$ cat config.mk
export PLATFORM = sky130hd
export DESIGN_NAME = eth_rx_flat
export DESIGN_NICKNAME = d
export VERILOG_FILES = /design/src/rtl/eth_pkg.sv /design/src/rtl/eth_rx_if.sv /design/src/rtl/crc32.sv /design/src/rtl/eth_rx.sv /design/src/flat_wrapper.sv
export SDC_FILE = /design/constraint.sdc
export NUM_CORES = 1
export LEC_CHECK = 0
export BUFFER_PORTS_ARGS = -buffer_cell sky130_fd_sc_hd__buf_2
export CORE_ASPECT_RATIO = 0.6
export CORE_MARGIN = 4
export CORE_UTILIZATION = 30
export CTS_CLUSTER_SIZE = 10
export DETAILED_ROUTE_END_ITERATION = 6
export PLACE_DENSITY_LB_ADDON = 0.2
export REMOVE_ABC_BUFFERS = 1
export SYNTH_ARGS = -nofsm -noshare
export SYNTH_HDL_FRONTEND = slang
export SYNTH_SLANG_ARGS = --single-unit
$ cat constraint.sdc
create_clock -name clk_mac -period 7.9 [get_ports clk_mac]
set_clock_uncertainty 0.15 [all_clocks]
set_input_delay 1.58 -clock clk_mac [delete_from_list [all_inputs] [get_ports clk_mac]]
set_output_delay 1.58 -clock clk_mac [all_outputs]
set_load 0.02 [all_outputs]
$ cat src/rtl/eth_pkg.sv
// -----------------------------------------------------------------------------
// eth_pkg
// Shared constants for the RMII MAC receive and transmit paths: dibit codes
// seen on the RMII data pins, preamble/SFD byte values, legal frame-length
// limits (DA through FCS inclusive), and the receive FSM state encodings.
// -----------------------------------------------------------------------------
package eth_pkg;

    localparam logic [1:0] DIBIT_PRE = 2'b01;
    localparam logic [1:0] DIBIT_SFD = 2'b11;

    localparam logic [7:0] PRE_BYTE  = 8'h55;
    localparam logic [7:0] SFD_BYTE  = 8'hD5;

    localparam int ETH_MIN_FRAME = 64;
    localparam int ETH_MAX_FRAME = 1518;
    localparam int ETH_MIN_PRE   = 4;

    localparam logic [2:0] IDLE     = 3'd0;
    localparam logic [2:0] PREAMBLE = 3'd1;
    localparam logic [2:0] BODY     = 3'd2;
    localparam logic [2:0] EOF      = 3'd3;
    localparam logic [2:0] DROP     = 3'd4;

endpackage

$ cat src/rtl/eth_rx_if.sv
// -----------------------------------------------------------------------------
// eth_rx_if
// Receive beat stream shared with the packet-processing logic (same format the
// transmit path consumes). No backpressure.
//   rx_vld : beat strobe, one cycle wide
//   rx_dat : payload byte, valid when rx_vld=1 and rx_eof=0
//   rx_sof : first payload byte of a frame
//   rx_eof : end-of-frame beat, carries no data (rx_dat=0)
//   rx_err : frame bad, qualified by rx_vld & rx_eof
// master drives the stream (eth_rx), slave consumes it.
// -----------------------------------------------------------------------------
interface eth_rx_if;

    logic       rx_vld;
    logic [7:0] rx_dat;
    logic       rx_sof;
    logic       rx_eof;
    logic       rx_err;

    modport master (output rx_vld, rx_dat, rx_sof, rx_eof, rx_err);
    modport slave  (input  rx_vld, rx_dat, rx_sof, rx_eof, rx_err);

endinterface

$ cat src/rtl/crc32.sv
// -----------------------------------------------------------------------------
// crc32
// Byte-wide Ethernet CRC-32 (reflected polynomial 0xEDB88320, init all-ones).
// The output is the FCS arranged in wire order: crc[31:24] is the first FCS
// byte on the wire, crc[7:0] the last.
//   clk  : clock
//   rst  : synchronous, active-high; restarts the accumulation
//   vld  : consume data this cycle
//   data : byte to accumulate
//   crc  : FCS of all bytes consumed since rst
// -----------------------------------------------------------------------------
module crc32 (
    input  logic        clk,
    input  logic        rst,
    input  logic        vld,
    input  logic [7:0]  data,
    output logic [31:0] crc
);

    logic [31:0] state_q;

    function automatic logic [31:0] crc_step(input logic [31:0] s, input logic [7:0] d);
        logic [31:0] r;
        r = s ^ {24'd0, d};
        for (int i = 0; i < 8; i++) begin
            r = r[0] ? ((r >> 1) ^ 32'hEDB88320) : (r >> 1);
        end
        return r;
    endfunction

    always_ff @(posedge clk) begin
        if (rst) begin
            state_q <= 32'hFFFF_FFFF;
        end else if (vld) begin
            state_q <= crc_step(state_q, data);
        end
    end

    // The reflected register's low byte goes out first, complemented.
    assign crc = ~{state_q[7:0], state_q[15:8], state_q[23:16], state_q[31:24]};

endmodule

$ cat src/rtl/eth_rx.sv
// -----------------------------------------------------------------------------
// eth_rx
// RMII receive MAC. Deserialises 2-bit dibits (LSB dibit first) at clk_mac,
// strips preamble/SFD, holds back the trailing 4 bytes as FCS, checks the FCS
// and length, and presents payload bytes as sof/data/eof beats.
//   clk_mac   : 50 MHz RMII reference clock
//   rst_n     : synchronous, active-low reset
//   eth_crsdv : RMII CRS_DV
//   eth_rxd   : RMII RXD dibit
//   eth_rxerr : PHY receive error
//   rx        : beat stream (eth_rx_if master)
// -----------------------------------------------------------------------------
module eth_rx
    import eth_pkg::*;
#(
    parameter int MIN_FRAME = ETH_MIN_FRAME,
    parameter int MAX_FRAME = ETH_MAX_FRAME,
    parameter int MIN_PRE   = ETH_MIN_PRE
) (
    input  logic       clk_mac,
    input  logic       rst_n,
    input  logic       eth_crsdv,
    input  logic [1:0] eth_rxd,
    input  logic       eth_rxerr,
    eth_rx_if.master   rx
);

    localparam logic [3:0]  MIN_PRE_C   = 4'(MIN_PRE);
    localparam logic [10:0] MIN_FRAME_C = 11'(MIN_FRAME);
    localparam logic [10:0] MAX_FRAME_C = 11'(MAX_FRAME);

    logic       crs_p0, rxerr_p0;
    logic [1:0] rxd_p0;
    logic       crs_p1, rxerr_p1;
    logic [1:0] rxd_p1;

    logic [2:0]  state;
    logic        post_rst;
    logic [3:0]  pre_cnt;
    logic [1:0]  dibit_idx;
    logic [5:0]  shift_reg;
    logic [7:0]  dl [4];
    logic [2:0]  dl_cnt;
    logic [10:0] byte_cnt;
    logic        first_beat;
    logic        rxerr_seen;

    logic       vld_q, sof_q, eof_q, err_q;
    logic [7:0] dat_q;

    logic        end_seen;
    logic        byte_done;
    logic        dl_full;
    logic        overlen;
    logic        crc_vld;
    logic        crc_rst;
    logic        fcs_ok;
    logic [7:0]  new_byte;
    logic [31:0] crc_code;

    // ---- stage p0: pad registers (IOB flops) ----
    // ---- stage p1: one dibit of lookahead ----
    // The FSM consumes the p1 dibit while peeking at p0's CRS_DV, so the first
    // low cycle of end-of-carrier is recognised as non-data, while a single low
    // cycle (CRS toggling) followed by high is still data.
    always_ff @(posedge clk_mac) begin
        crs_p0   <= eth_crsdv;
        rxd_p0   <= eth_rxd;
        rxerr_p0 <= eth_rxerr;
        crs_p1   <= crs_p0;
        rxd_p1   <= rxd_p0;
        rxerr_p1 <= rxerr_p0;
    end

    assign end_seen  = !crs_p1 && !crs_p0;
    assign byte_done = (state == BODY) && !end_seen && (dibit_idx == 2'd3);
    assign new_byte  = {rxd_p1, shift_reg};
    assign dl_full   = (dl_cnt == 3'd4);
    assign overlen   = (byte_cnt == MAX_FRAME_C);
    // Only bytes leaving the delay line reach the CRC; the held-back 4 are FCS.
    assign crc_vld   = byte_done && dl_full && !overlen;
    assign crc_rst   = !rst_n || (state == IDLE);
    assign fcs_ok    = ({dl[0], dl[1], dl[2], dl[3]} == crc_code);

    crc32 u_crc32 (
        .clk  (clk_mac),
        .rst  (crc_rst),
        .vld  (crc_vld),
        .data (dl[0]),
        .crc  (crc_code)
    );

    // ---- stage p2: FSM and registered beat outputs ----
    always_ff @(posedge clk_mac) begin
        if (!rst_n) begin
            state    <= IDLE;
            post_rst <= 1'b1;
            vld_q    <= 1'b0;
            dat_q    <= 8'd0;
            sof_q    <= 1'b0;
            eof_q    <= 1'b0;
            err_q    <= 1'b0;
        end else begin
            post_rst <= 1'b0;
            vld_q    <= 1'b0;
            dat_q    <= 8'd0;
            sof_q    <= 1'b0;
            eof_q    <= 1'b0;
            err_q    <= 1'b0;

            case (state)
                IDLE: begin
                    pre_cnt <= 4'd0;
                    // Carrier already up as reset releases: we are mid-frame.
                    if (crs_p0) begin
                        state <= post_rst ? DROP : PREAMBLE;
                    end
                end

                PREAMBLE: begin
                    if (end_seen) begin
                        state <= IDLE;
                    end else if (rxd_p1 == 2'b00) begin
                        state <= PREAMBLE;
                    end else if (rxd_p1 == DIBIT_PRE) begin
                        if (pre_cnt != 4'hF) begin
                            pre_cnt <= pre_cnt + 4'd1;
                        end
                    end else if (rxd_p1 == DIBIT_SFD && pre_cnt >= MIN_PRE_C) begin
                        state      <= BODY;
                        dibit_idx  <= 2'd0;
                        byte_cnt   <= 11'd0;
                        dl_cnt     <= 3'd0;
                        first_beat <= 1'b1;
                        rxerr_seen <= 1'b0;
                    end else begin
                        state <= DROP;
                    end
                end

                BODY: begin
                    if (rxerr_p1) begin
                        rxerr_seen <= 1'b1;
                    end
                    if (end_seen) begin
                        state <= EOF;
                    end else begin
                        shift_reg <= {rxd_p1, shift_reg[5:2]};
                        dibit_idx <= dibit_idx + 2'd1;
                        if (dibit_idx == 2'd3) begin
                            dl[0] <= dl[1];
                            dl[1] <= dl[2];
                            dl[2] <= dl[3];
                            dl[3] <= new_byte;
                            if (byte_cnt != 11'h7FF) begin
                                byte_cnt <= byte_cnt + 11'd1;
                            end
                            if (!dl_full) begin
                                dl_cnt <= dl_cnt + 3'd1;
                            end
                            if (overlen) begin
                                // This push would be byte MAX_FRAME+1: close now.
                                vld_q <= 1'b1;
                                eof_q <= 1'b1;
                                err_q <= 1'b1;
                                state <= DROP;
                            end else if (dl_full) begin
                                vld_q      <= 1'b1;
                                dat_q      <= dl[0];
                                sof_q      <= first_beat;
                                first_beat <= 1'b0;
                            end
                        end
                    end
                end

                EOF: begin
                    vld_q <= 1'b1;
                    eof_q <= 1'b1;
                    err_q <= (dibit_idx != 2'd0) || (byte_cnt < MIN_FRAME_C) ||
                             (byte_cnt > MAX_FRAME_C) || rxerr_seen || !dl_full || !fcs_ok;
                    state <= IDLE;
                end

                DROP: begin
                    if (end_seen) begin
                        state <= IDLE;
                    end
                end

                default: state <= IDLE;
            endcase
        end
    end

    assign rx.rx_vld = vld_q;
    assign rx.rx_dat = dat_q;
    assign rx.rx_sof = sof_q;
    assign rx.rx_eof = eof_q;
    assign rx.rx_err = err_q;

endmodule

$ cat src/flat_wrapper.sv
// flat-port wrapper written by rule: the top's interface ports become plain ports
module eth_rx_flat import eth_pkg::*;
#(
    parameter int MIN_FRAME = ETH_MIN_FRAME,
    parameter int MAX_FRAME = ETH_MAX_FRAME,
    parameter int MIN_PRE   = ETH_MIN_PRE
)
  (clk_mac, rst_n, eth_crsdv, eth_rxd, eth_rxerr, rx_rx_vld, rx_rx_dat, rx_rx_sof, rx_rx_eof, rx_rx_err);
  eth_rx_if rx_i ();
  input  logic clk_mac;
  input  logic rst_n;
  input  logic eth_crsdv;
  input  logic [1:0] eth_rxd;
  input  logic eth_rxerr;
  output wire logic [$bits(rx_i.rx_vld)-1:0] rx_rx_vld;
  output wire logic [$bits(rx_i.rx_dat)-1:0] rx_rx_dat;
  output wire logic [$bits(rx_i.rx_sof)-1:0] rx_rx_sof;
  output wire logic [$bits(rx_i.rx_eof)-1:0] rx_rx_eof;
  output wire logic [$bits(rx_i.rx_err)-1:0] rx_rx_err;
  assign rx_rx_vld = rx_i.rx_vld;
  assign rx_rx_dat = rx_i.rx_dat;
  assign rx_rx_sof = rx_i.rx_sof;
  assign rx_rx_eof = rx_i.rx_eof;
  assign rx_rx_err = rx_i.rx_err;
  eth_rx #(.MIN_FRAME(MIN_FRAME), .MAX_FRAME(MAX_FRAME), .MIN_PRE(MIN_PRE)) u_core (.clk_mac(clk_mac), .rst_n(rst_n), .eth_crsdv(eth_crsdv), .eth_rxd(eth_rxd), .eth_rxerr(eth_rxerr), .rx(rx_i));
endmodule
# [Yosys cells after proc, flatten, opt, wreduce, memory -nomap -nowiden]
# Memory sizes are Yosys's and may differ from the RTL's.
# Cells that the tools add are included.
[totals] ff_bits=84 ramBits=32 out_inout_bits=12 memories=1
[mem_list] memory="u_core.dl" words=4 word_bits=8 rd=4 rd_clocked_by_memory_dff=0 write_ports=4 line="eth_rx.sv:42" text="logic [7:0] dl [4];"
[classes] add_sub_neg=4 magnitude_cmp=3 n_eq_ne=30 mux=77 bitwise=15 reduce_logical=33
[ops] op="32-bit 2-to-1 mux" count=8
[ops] op="13-bit NOT with 14-bit output" count=8
[ops] op="11-bit 2-to-1 mux" count=7
[ops] op="3-bit 2-to-1 mux" count=17
[ops] op="32-bit equality test" count=1
[ops] op="32-bit NOT" count=1
[ops] op="32-bit by 8-bit bitwise XOR with 32-bit output" count=1
[ops] op="1-bit 2-to-1 mux" count=26
[ops] op="11-bit case mux with 2 select lines" count=1
[ops] op="9-bit AND reduction" count=2
[ops] op="4-bit 2-to-1 mux" count=4
[ops] op="2-bit != test (second input constant)" count=8
[ops] op="2-bit by 1-bit != test with 1-bit output (second input constant)" count=7
[ops] op="7-bit AND reduction" count=2
[ops] op="3-bit case mux with 4 select lines" count=1
[ops] op="11-bit by 1-bit adder with 11-bit output (second input constant)" count=1
[ops] op="11-bit equality test (second input constant)" count=1
[ops] op="11-bit greater-than comparator (second input constant)" count=1
[ops] op="11-bit by 7-bit less-than comparator with 1-bit output (second input constant)" count=1
[ops] op="11-bit != test (second input constant)" count=1
[ops] op="2-bit 2-to-1 mux" count=5
[ops] op="1-bit case mux with 2 select lines" count=5
[ops] op="10-bit AND reduction" count=1
[ops] op="4-bit case mux with 2 select lines" count=1
[ops] op="other kinds (26)" count=51

# [Depth between registers and ports, before layout]
# An unclocked memory read counts as a cell.
[logic_depth] word_depth=18 depth_mapped=9

# [Modules after synthesis]
# Synthesis repeated with hierarchy kept, for this count alone.
[unflattened] hier_cells=474 area_unflattened_um2=5735.5
[by_module_without_submodules] module="eth_rx" instances=1 cells_each=268 area_each_um2=3588.4 seq_area_each_um2=2282.2
[by_module_without_submodules] module="crc32" instances=1 cells_each=206 area_each_um2=2147.1 seq_area_each_um2=640.6

# [Least setup slack after synthesis]
# OpenSTA, ideal clock, no wires.
[synth_path] kind="input-to-reg" from="input port rst_n" to="register u_core.byte_cnt[0], enable pin" setup_ps=386 t_arrival_ps=2642 required_ps=7364 setup_slack_ps=4722 cell_stages=4 path_buffers=0 cell_sequence="nand2_1 a21oi_1 o21ai_0 a31oi_1"
[synth_via] elab_chain_len=1
[synth_lines] element="from (decl)" line="flat_wrapper.sv:11" text="input logic rst_n;"
[synth_lines] element="9-bit AND reduction (no source line)"
[synth_lines] element="to (signal assigned)" line="eth_rx.sv:156" text="byte_cnt <= byte_cnt + 11'd1;"
[synth_lines] element="to (decl)" line="eth_rx.sv:44" text="logic [10:0] byte_cnt;"
# No other way between the ends.
# A chain may end at the register's enable or synchronous reset.

# [Worst setup path in the final report]
[layout_path] from="input port rst_n" to="register u_core.byte_cnt[7], enable pin"
# Same word-level chain as after synthesis.

==> metrics.md <==
| Metric | Value |
|---|---|
| Run status | complete, no violations |
| Vias per cell | 4.58 |
| Worst min path class | flop to flop |
| Worst path required time | 7.77 ns |
| Reg area | 2920 um^2 |
| Asr flop ratio synth | 0% |
| Largest net degree at the start of global routing | 61 |
| Final #Nets | 499 |
| Num rows | 37 |
| Setup crit end kind | flop |
| Top Ports | 18 |
| Max FO, Critical Path | 13 |
| Vias in the first global route | 3,206 |
| Post-cts repair resize count | 0 |
| Full die area | 20,300 um^2 |
| Synth cell types | 49 |
| Synth warn | 0 |
| Commonest non-fill, non-tap cell in the layout | xnor2_1 |
| # setup viols final | 0 |
| DRC violation total after the first TritonRoute iteration | 272 |
| R2R Setup Slk | 4.51 ns |
| R2R cell count | 4 |
| Gate count of the mapped netlist | 462 |
| Placed cells | 698 |
| Clock transition at the registers of the reported paths | 0.05 ns |
| H-tree Lvls | 4 |
| Starting Density | 31.1% |
| Cts bufs inserted | 17 |
| Horiz. Die Dim | 181 um |
| Max-slew violation count | 0 |
| Sequential fraction of the synthesis area | 54.1% |
| Period utilisation layout | 45.1% |
| Area delta synth->final | 16.2% |
| Slowest-stage cell, CP | a31oi_1 |
| Antenna-violating nets left | 0 |
| Routed len/inst | 16.5 um |
| Postcts setup bufs | 0 |
| # diodes | 0 |
| Initial antenna violation count | 0 |
| Filler Cell Count | 1,749 |
| Pleak | 2.43 nW |
| Vias | 3,340 |
| Total GRT Usage | 12.4% |
| Area of the multi-input gates | 2350 um^2 |
| Clk root buf | clkbuf_16 |
| Non-Filler Instances | 730 |
| CP Buf/Inv Count | 1 |
| CP max stage delay | 0.90 ns |
| CORE AREA | 17,400 um^2 |
| Fin. Hold Viols | 0 |
| Setup TNS | 0 ns |
| Peak Freq | 0.281 GHz |
| RSZ-0062 raised after global routing | no |
| Number of synthesized register bits | 116 |
| CTS Buffer Depth | 2 |
| DP HPWL | 8490 um |
| Synth Flop Type | edfxtp_1 |
| Tightest Pin Transition | 1.16 ns |
| Pwr dens | 224 nW/um^2 |
| Drt pass-1 iters | 4 |
| Worst path arrival time | 3.43 ns |
| CP endpoint | u_core.byte_cnt[7] |
| R2r endpoint | u_core.byte_cnt[7] |
| VDD IR max | 0.000127 V |
| Skew-Pair Late Insertion Delay | 0.41 ns |
| Post-CTS Hold Buffers | 0 |
| Synth top area share | 33.3% |
| Ranking of synthesized cells by area | edfxtp_1, dfxtp_1, xnor2_1 |
| Most area-hungry cell type in the Yosys netlist | edfxtp_1 |
| WS Path Type | input pin to flop |
| First-pass GRT wire length | 19,100 um |
| Crit-path cells | buf_2, nand2_1, a21oi_1, o21ai_0, a31oi_1 |
| Mean post-synth cell area | 11.7 um^2 |
| Residual DRC | 0 |
| Max-cap violations | 0 |
| CP Launch Type | input pin |
| Share of layout cells above drive strength 1 | 13.3% |
| Crit path from | rst_n |
| CP delay by family, top | compound AO/OA/AOI/OAI gates |
| Max-slew headroom | 22.1% |
| Clk sinks | 116 |
| Top Registers | u_core.dl (32), u_core.u_crc32.state_q (32), u_core.byte_cnt (11) |
| Post-synth EDFFs | 60 |
| Post-Syn Area | 5410 um^2 |
| Post-layout min period | 3.56 ns |
| Routed WL | 12,100 um |
| Leading cell types in the layout, fill and taps excluded | xnor2_1, edfxtp_1, dfxtp_1 |
| Total grt overflow | 0 |
| Die Ht | 112 um |
| Critical path depth | 5 |
| # port buffers | 17 |
| CTS tree | done |
| Worst flop-to-flop path startpoint | u_core.state[1] |
| GP Congestion | 0.806 |
## stage by stage
stage	util (%)	hold WS [ns]	power (mW)	cell area, um^2	worst slack (ns)
2_1_floorplan	-	0.160	0.696	5330	4.72
3_5_place_dp	33.0	0.162	0.716	5740	3.97
6_report	36.1	0.175	1.41	6280	4.34
5_1_grt	36.1	0.180	1.47	6280	4.20
3_3_place_gp	33.0	0.161	0.714	5740	4.07
4_1_cts	36.1	0.175	1.43	6280	4.35
## worst min path at each step
stage | startpoint | end | slack [ns] | cells past startpoint
CTS | u_core.rxd_p0[1] | u_core.rxd_p1[1] | 0.18 | 0
global placement | u_core.rxd_p0[0] | u_core.rxd_p1[0] | 0.16 | 0
floorplan | u_core.rxd_p0[0] | u_core.rxd_p1[0] | 0.16 | 0
detailed placement | u_core.rxd_p0[1] | u_core.rxd_p1[1] | 0.16 | 0
finish | u_core.rxd_p0[1] | u_core.rxd_p1[1] | 0.17 | 0
global route | u_core.rxd_p0[1] | u_core.rxd_p1[1] | 0.18 | 0
## synthesized netlist by cell type, types with 4 or more instances
| cell type | number |
|---|---|
| o211ai_1 | 27 |
| nand4_1 | 4 |
| and3_1 | 11 |
| ha_1 | 10 |
| nor4_1 | 7 |
| xnor2_2 | 4 |
| and2_1 | 5 |
| xnor2_1 | 75 |
| xnor3_1 | 5 |
| edfxtp_1 | 60 |
| xor2_1 | 17 |
| o31ai_1 | 4 |
| nor2_1 | 31 |
| nand3_1 | 10 |
| nand2_1 | 47 |
| clkbuf_1 | 12 |
| a21oi_1 | 14 |
| nor3b_1 | 4 |
| buf_2 | 4 |
| inv_1 | 15 |
| dfxtp_1 | 56 |
## kinds of logic after synthesis
group	Yosys count	share of synthesized area (%)
AOI/OAI and AO/OA	59	7.61
xor gates and xnor gates	107	21.0
adders and majority gates	10	2.31
buffers and inverters	34	2.45
DFF	116	54.1
and+or+nand+nor	136	12.5
## area by class of cell
| class | instances | area share (%) |
|---|---|---|
| Clock buffer | 22 | 7.39 |
| Tap cell | 234 | 4.66 |
| Multi-Input combinational cell | 312 | 37.4 |
| Clock inverter | 10 | 1.33 |
| Inverter | 16 | 0.956 |
| Timing Repair Buffer | 20 | 1.71 |
| Sequential cell | 116 | 46.5 |
## layer usage
layer  routed length (um)  up-vias  track usage (%)
met5                    0        -                0
met2                 4490       68             14.6
met1                 6880     1611             20.6
li1                     -     1653                -
met4                   76        0             3.30
met3                  615        8             4.11
## report_power, final
group | switching (mW) | internal [mW]
logic | 0.0331 | 0.0194
clock network | 0.262 | 0.445
registers | 0.0110 | 0.640
total | 0.306 | 1.10
(Power assumes the default switching activity.)
